==> src/rtl/ptos_defs.sv <==
// Constants shared by the lane serializer and its matching deserializer:
// 8b/10b control symbols, default geometry and the word-select encoding.
package ptos_defs;

  localparam int WIDTH_DEF      = 8;
  localparam int COM_PERIOD_DEF = 4;

  localparam logic [7:0] K28_5_COM  = 8'hBC;
  localparam logic [7:0] K28_3_IDLE = 8'h7C;

  typedef enum logic [1:0] {
    SEL_IDLE,
    SEL_COM,
    SEL_DATA
  } sym_sel_e;

  // Counter width that stays legal for periods of 0 or 1.
  function automatic int cnt_width(input int n);
    return (n > 1) ? $clog2(n) : 1;
  endfunction

endpackage

==> src/rtl/ptos_symbol_mux.sv <==
// Chooses the word loaded into the shift register at a load slot and
// generates the COM-due and upstream ready indications.
module ptos_symbol_mux
  import ptos_defs::*;
#(
  parameter int               WIDTH      = WIDTH_DEF,
  parameter logic [WIDTH-1:0] IDLE_SYM   = WIDTH'(K28_3_IDLE),
  parameter logic [WIDTH-1:0] COM_SYM    = WIDTH'(K28_5_COM),
  parameter int               COM_PERIOD = COM_PERIOD_DEF,
  parameter int               COM_W      = cnt_width(COM_PERIOD)
) (
  input  logic             reset,
  input  logic             active,
  input  logic             valid_in,
  input  logic             load_slot,
  input  logic [COM_W-1:0] com_cnt,
  input  logic [WIDTH-1:0] data_in,
  output logic [WIDTH-1:0] word,
  output logic             ready_out
);

  sym_sel_e sel;
  logic     com_due;

  always_comb begin
    // NOTE: every output of this block gets a default first, so no path
    // through the if/case can leave one unassigned and infer a latch.
    sel     = SEL_IDLE;
    word    = IDLE_SYM;
    com_due = (COM_PERIOD != 0) && (com_cnt == '0);

    if (active) begin
      if (com_due)       sel = SEL_COM;
      else if (valid_in) sel = SEL_DATA;
    end

    unique case (sel)
      SEL_COM:  word = COM_SYM;
      SEL_DATA: word = data_in;
      default:  word = IDLE_SYM;
    endcase
  end

  // COM slots withhold ready so upstream keeps its word for the next slot.
  assign ready_out = reset && active && load_slot && !com_due;

endmodule

==> src/rtl/ptos_lane_serializer.sv <==
// Parallel-to-serial lane serializer, MSB first, with IDLE fill and
// periodic COM insertion, all on the bit clock.
module ptos_lane_serializer
  import ptos_defs::*;
#(
  parameter int               WIDTH      = WIDTH_DEF,
  parameter logic [WIDTH-1:0] IDLE_SYM   = WIDTH'(K28_3_IDLE),
  parameter logic [WIDTH-1:0] COM_SYM    = WIDTH'(K28_5_COM),
  parameter int               COM_PERIOD = COM_PERIOD_DEF
) (
  input  logic             clk32f,
  input  logic             reset,
  input  logic             active,
  input  logic [WIDTH-1:0] data_in,
  input  logic             valid_in,
  output logic             ready_out,
  output logic             out,
  output logic             word_start
);

  localparam int               BIT_W    = $clog2(WIDTH);
  localparam int               COM_W    = cnt_width(COM_PERIOD);
  localparam logic [BIT_W-1:0] BIT_LAST = BIT_W'(WIDTH - 1);
  localparam logic [COM_W-1:0] COM_LAST = COM_W'((COM_PERIOD > 1) ? COM_PERIOD - 1 : 0);

  logic [WIDTH-1:0] shreg;
  logic [BIT_W-1:0] bit_cnt;
  logic [COM_W-1:0] com_cnt;
  logic             loaded;
  logic             load_slot;
  logic [WIDTH-1:0] next_word;

  assign load_slot = (bit_cnt == BIT_LAST);

  ptos_symbol_mux #(
    .WIDTH      (WIDTH),
    .IDLE_SYM   (IDLE_SYM),
    .COM_SYM    (COM_SYM),
    .COM_PERIOD (COM_PERIOD),
    .COM_W      (COM_W)
  ) u_mux (
    .reset     (reset),
    .active    (active),
    .valid_in  (valid_in),
    .load_slot (load_slot),
    .com_cnt   (com_cnt),
    .data_in   (data_in),
    .word      (next_word),
    .ready_out (ready_out)
  );

  always_ff @(posedge clk32f) begin
    // NOTE: non-blocking assignments so every register samples pre-edge
    // values regardless of statement order.
    if (!reset) begin
      shreg   <= '0;
      bit_cnt <= BIT_LAST;
      com_cnt <= '0;
      loaded  <= 1'b0;
    end else if (load_slot) begin
      shreg   <= next_word;
      bit_cnt <= '0;
      loaded  <= 1'b1;
      // An inactive lane restarts the COM interval so re-activation leads with COM.
      if (!active || com_cnt == COM_LAST) com_cnt <= '0;
      else                                com_cnt <= com_cnt + COM_W'(1);
    end else begin
      shreg   <= {shreg[WIDTH-2:0], 1'b0};
      bit_cnt <= bit_cnt + BIT_W'(1);
    end
  end

  assign out        = shreg[WIDTH-1];
  assign word_start = loaded && (bit_cnt == '0);

endmodule

==> config.mk <==
export PLATFORM = sky130hd
export DESIGN_NAME = ptos_lane_serializer
export DESIGN_NICKNAME = d
export VERILOG_FILES = /design/src/rtl/ptos_defs.sv /design/src/rtl/ptos_symbol_mux.sv /design/src/rtl/ptos_lane_serializer.sv
export SDC_FILE = /design/constraint.sdc
export NUM_CORES = 1
export LEC_CHECK = 0
export ABC_AREA = 0
export ABC_CLOCK_PERIOD_IN_PS = 2200
export CELL_PAD_IN_SITES_DETAIL_PLACEMENT = 1
export CELL_PAD_IN_SITES_GLOBAL_PLACEMENT = 1
export CORE_MARGIN = 2
export CORE_UTILIZATION = 38
export CTS_CLUSTER_DIAMETER = 120
export DETAILED_ROUTE_END_ITERATION = 7
export GPL_ROUTABILITY_DRIVEN = 0
export PLACE_DENSITY_LB_ADDON = 0.15
export SYNTH_ARGS = -nofsm -noshare
export SYNTH_HDL_FRONTEND = slang
export SYNTH_SLANG_ARGS = --single-unit
==> constraint.sdc <==
create_clock -name clk32f -period 2.2 [get_ports clk32f]
set_input_delay 0.44 -clock clk32f [delete_from_list [all_inputs] [get_ports clk32f]]
set_output_delay 0.44 -clock clk32f [all_outputs]
set_load 0.05 [all_outputs]
# Word-level counts from Yosys, hierarchy flattened
# Index checks and enable logic that the tools add are counted.
# word_totals
regBits,14
latchBits,0
ramBits,0
rom_bits,0
inputBits,12
output_inout_bits,3
wordCells,28
memories,0
# op_classes
addsub,2
mul,0
div_mod_pow,0
n_lt_le_gt_ge,0
n_eq_ne,4
shift,0
muxes,7
bitwise_logic,0
n_reduce_logical,10
# op_table
op,n
$pmux W8 S2,1
$mux W2,4
$mux W8,1
$eq A2 B2 Y1 const B,2
$logic_and A1 B1 Y1,4
$add A3 B1 Y3 const B,1
$eq A3 B3 Y1 const B,1
$logic_not A3 Y1,1
$mux W3,1
$add A2 B1 Y2 const B,1
$eq A2 B1 Y1 const B,1
$logic_not A1 Y1,2
$logic_not A2 Y1,1
$reduce_and A2 Y1,1
$logic_or A1 B1 Y1,1

# Logic depth before layout (Yosys ltp)
# logic_depth
depth_word,6
mapped_depth,8
ltp_nobuf,7

# By module
# Synthesis repeated with hierarchy kept, for this count alone.
# hier_totals
hier_cells,73
area_unflattened_um2,705.7
# by_module_without_submodules
module,n_inst,cells_per_inst,area_per_inst_um2,seq_area_each_um2
ptos_lane_serializer,1,49,570.5,280.3
ptos_symbol_mux,1,24,135.1,0.0

# Least setup slack after synthesis
# OpenSTA, ideal clock, no wires.
# synth_path
kind,register to output
from,reg bit_cnt[0]
to,out ready_out
t_arrival_ns,1.239
required_time_ns,1.760
slack_ns,0.521
stages_incl_launch_ff,5
path_buffers,1
path_cell_list,dfxtp_1 ha_1 ha_1 buf_6 and4b_1
# synth_between
elab_chain_cells,3
# synth_lines
item,line_no,source
from (decl),ptos_lane_serializer.sv:27,logic [BIT_W-1:0] bit_cnt;
from (signal assigned),ptos_lane_serializer.sv:69,bit_cnt <= bit_cnt + BIT_W'(1);
$eq A3 B3 Y1,ptos_lane_serializer.sv:33,assign load_slot = (bit_cnt == BIT_LAST);
$logic_and A1 B1 Y1 (2 in series),ptos_symbol_mux.sv:45,assign ready_out = reset && active && load_slot && !com_due;
to (decl),ptos_lane_serializer.sv:16,"output logic ready_out,"
# No other way between the ends.

# Worst setup path after layout
# Same ends and word-level chain as after synthesis.

==> results.py <==
metrics = {
    "status": {
        "status": "complete, no violations",
    },
    "yosys": {
        "synth-edff-count": 0,
        "synth.top_cell.area_share": 0.4148,
        "yosysSeqAreaShare": 0.4148,
        "synth_area_leader_cell": "dfxtp_1",
        "async_flop_share": 0,
        "netlist_area_um2": 675.6,
        "synth_nets": 90,
        "synth_area_leaders": "dfxtp_1 (41%), ha_1 (13%), o21ai_0 (5.9%)",
        "synth_seq_cells": 14,
        "syn_avg_cell_area_um2": 9.516,
        "synth_cells": 71,
        "synth_commonest_cells": "dfxtp_1 (14), o21ai_0 (8), ha_1 (7), inv_1 (7)",
        "ys_dominant_reg_cell": "dfxtp_1",
        "synth_warnings": 0,
        "synth.distinct_cells": 24,
        "yosysMostFrequentCell": "dfxtp_1",
    },
    "power": {
        "seqPwrFrac": 0.459,
        "leakagePower_nw": 0.3705,
        "power.internal_mw": 0.4851,
        "p_sw_frac": 0.2907,
        "power_frac_comb": 0.261,
        "pwr-share-clk": 0.280,
        "p_per_area_nw_per_um2": 785.4,
        "peakVddDrop_v": 0.0003583,
        "switching_power_mw": 0.1988,
    },
    "detailed_routing": {
        "drt-met1-wl_um": 609,
        "totalWireLength_mm": 1.331,
        "wl_met3_um": 44,
        "drtPass1Iterations": 1,
        "drt_iter0_drc": 0,
        "drc": 0,
        "wl_met2_um": 640,
        "vias": 532,
        "viasPerCell": 4.750,
        "postRouteAntennaNets": 0,
        "maxUsedRoutingLayer": "met4",
        "post_drt_wl_per_cell_um": 11.88,
    },
    "place": {
        "io_buffers": 14,
        "dpl.cell_count": 108,
        "hpwl_um": 963,
        "post-place-ws_ns": 0.2350,
        "place_area_um2": 834.6,
    },
    "global_routing": {
        "grt_max_degree": 20,
        "antenna_found_initial": 0,
        "grt_pass1_wl_mm": 2.283,
        "overflow": 0,
        "grtUsageTotal": 0.1549,
        "grt_pass1_vias": 551,
    },
    "floorplanning": {
        "io_pins": 15,
        "die_w_um": 46.17,
        "start_util": 0.3956,
        "core-area_um2": 1708,
        "rows": 15,
        "fp.dieArea_um2": 2131,
        "die_height_um": 46.17,
    },
    "cells_and_area": {
        "antennaDiodeCount": 0,
        "layout.nets": 107,
        "finalNonFillerCells": 112,
        "fillers": 200,
        "layout-drive-gt1-share": 0.1034,
        "stdcell_area_um2": 870.8,
        "area_growth_pct": 28.89,
    },
    "timing": {
        "layout_setup_ws_ns": 0.3575,
        "setup_viol": 0,
        "min_period_over_period": 0.8375,
        "tightestPinTransition_ns": 0.4888,
        "finalClockSkew_ns": 0.001079,
        "relSlewSlack": 0.6731,
        "final_max_slew_viol_count": 0,
        "period_minus_slack_ns": 1.843,
        "hold_violations": 0,
        "tns_ns": 0,
        "rsz0062_at_grt": "no",
        "max_freq_ghz": 0.5427,
    },
    "setup_path": {
        "cp-end-kind": "output port",
        "worstSetupPathType": "reg -> out",
        "worstSetupStartpointType": "flop",
        "required_ns": 1.76,
        "cp_max_fo": 3,
        "crit_arrival_ns": 1.40,
    },
    "worst_hold_path": {
        "hold_class": "reg -> reg",
    },
    "clocking": {
        "clockBufferDepth": 2,
        "clk_pin_slew_ns": 0.09,
        "cts_root_buffer": "clkbuf_4",
        "post_cts_resized": 0,
        "numCtsBuffers": 3,
        "clock_sinks": 14,
        "insertion_delay_ns": 0.28,
        "cts_tree": "yes",
        "htreeDepth": 1,
        "ctsHoldBuffers": 0,
        "post-cts-setup-buffers": 0,
    },
    "flow_run": {
        "drv_cap": 0,
    },
}
-- kinds of logic after synthesis --
| logic type | Yosys count | synth area share |
|---|---|---|
| compound gates | 18 | 0.1500 |
| fa+ha+maj | 7 | 0.1296 |
| buf+inv | 11 | 0.09074 |
| flops | 14 | 0.4148 |
| simple gates | 21 | 0.2148 |
-- area by class of cell --
| cell class | instances | area [um^2] | share of cell area |
|---|---|---|---|
| Inverter | 7 | 26.28 | 0.03017 |
| Multi-Input combinational cell | 46 | 334.1 | 0.3836 |
| Timing Repair Buffer | 16 | 162.7 | 0.1868 |
| Sequential cell | 14 | 280.3 | 0.3218 |
| Tap cell | 25 | 31.28 | 0.03592 |
| Clock buffer | 4 | 36.28 | 0.04167 |
-- through the flow --
step           power [mW]    util  hold slack, ns
2_1_floorplan      0.4460       -          0.4296
3_3_place_gp       0.4949  0.4886          0.4419
3_5_place_dp       0.5012  0.4886          0.4489
4_1_cts            0.6980  0.5099          0.4623
5_1_grt            0.7336  0.5099          0.4868
6_report           0.6840  0.5099          0.4580
-- worst paths after layout --
check                                 end  depth (start not counted)  startpoint  slack (ns)
worst max register to register   shreg[2]                          6  com_cnt[0]        0.54
worst min register to register   shreg[1]                          2    shreg[0]        0.46
worst max-delay path            ready_out                          4  bit_cnt[0]        0.36
worst min-delay path             shreg[1]                          2    shreg[0]        0.46
-- worst max-delay path, stage by stage, from the launching register on --
cell and delay [ns]:
dfxtp_1 0.34, ha_1 0.20, ha_1 0.20, and4b_1 0.22
buf_12 0.15
-- state kept, by name, summed over array words and instances (netlist names) --
signal	flops
bit_cnt	3
com_cnt	2
loaded	1
shreg	8
-- placed cells by master, fill, tap and decap left out, types with 2 or more instances in the layout --
cell / synthesis / final
clkbuf_4: 0 / 3
a21boi_1: 2 / 2
a21oi_1: 5 / 5
clkdlybuf4s50_1: 0 / 12
o21ai_0: 8 / 8
nand3b_1: 3 / 3
inv_1: 7 / 7
buf_4: 1 / 3
o21a_1: 2 / 2
ha_1: 7 / 7
nand2b_1: 3 / 3
nand2_1: 5 / 5
dfxtp_1: 14 / 14
-- routing by layer --
layer | vias up | GRT usage
met5 | - | 0
met1 | 246 | 0.1734
met3 | 5 | 0.03529
met4 | 0 | 0.1029
met2 | 10 | 0.2583
li1 | 271 | -
-- power groups by stage --
stage                     Combinational (mW)  Sequential, mW  Clock (mW)
after floorplan                        0.121           0.325           0
after global placement                 0.177           0.318           0
after detailed placement               0.181           0.320           0
after CTS                              0.183           0.314       0.200
after global routing                   0.205           0.318       0.210
final                                  0.179           0.314       0.191
No activity file was read; power rests on OpenSTA's default activity.
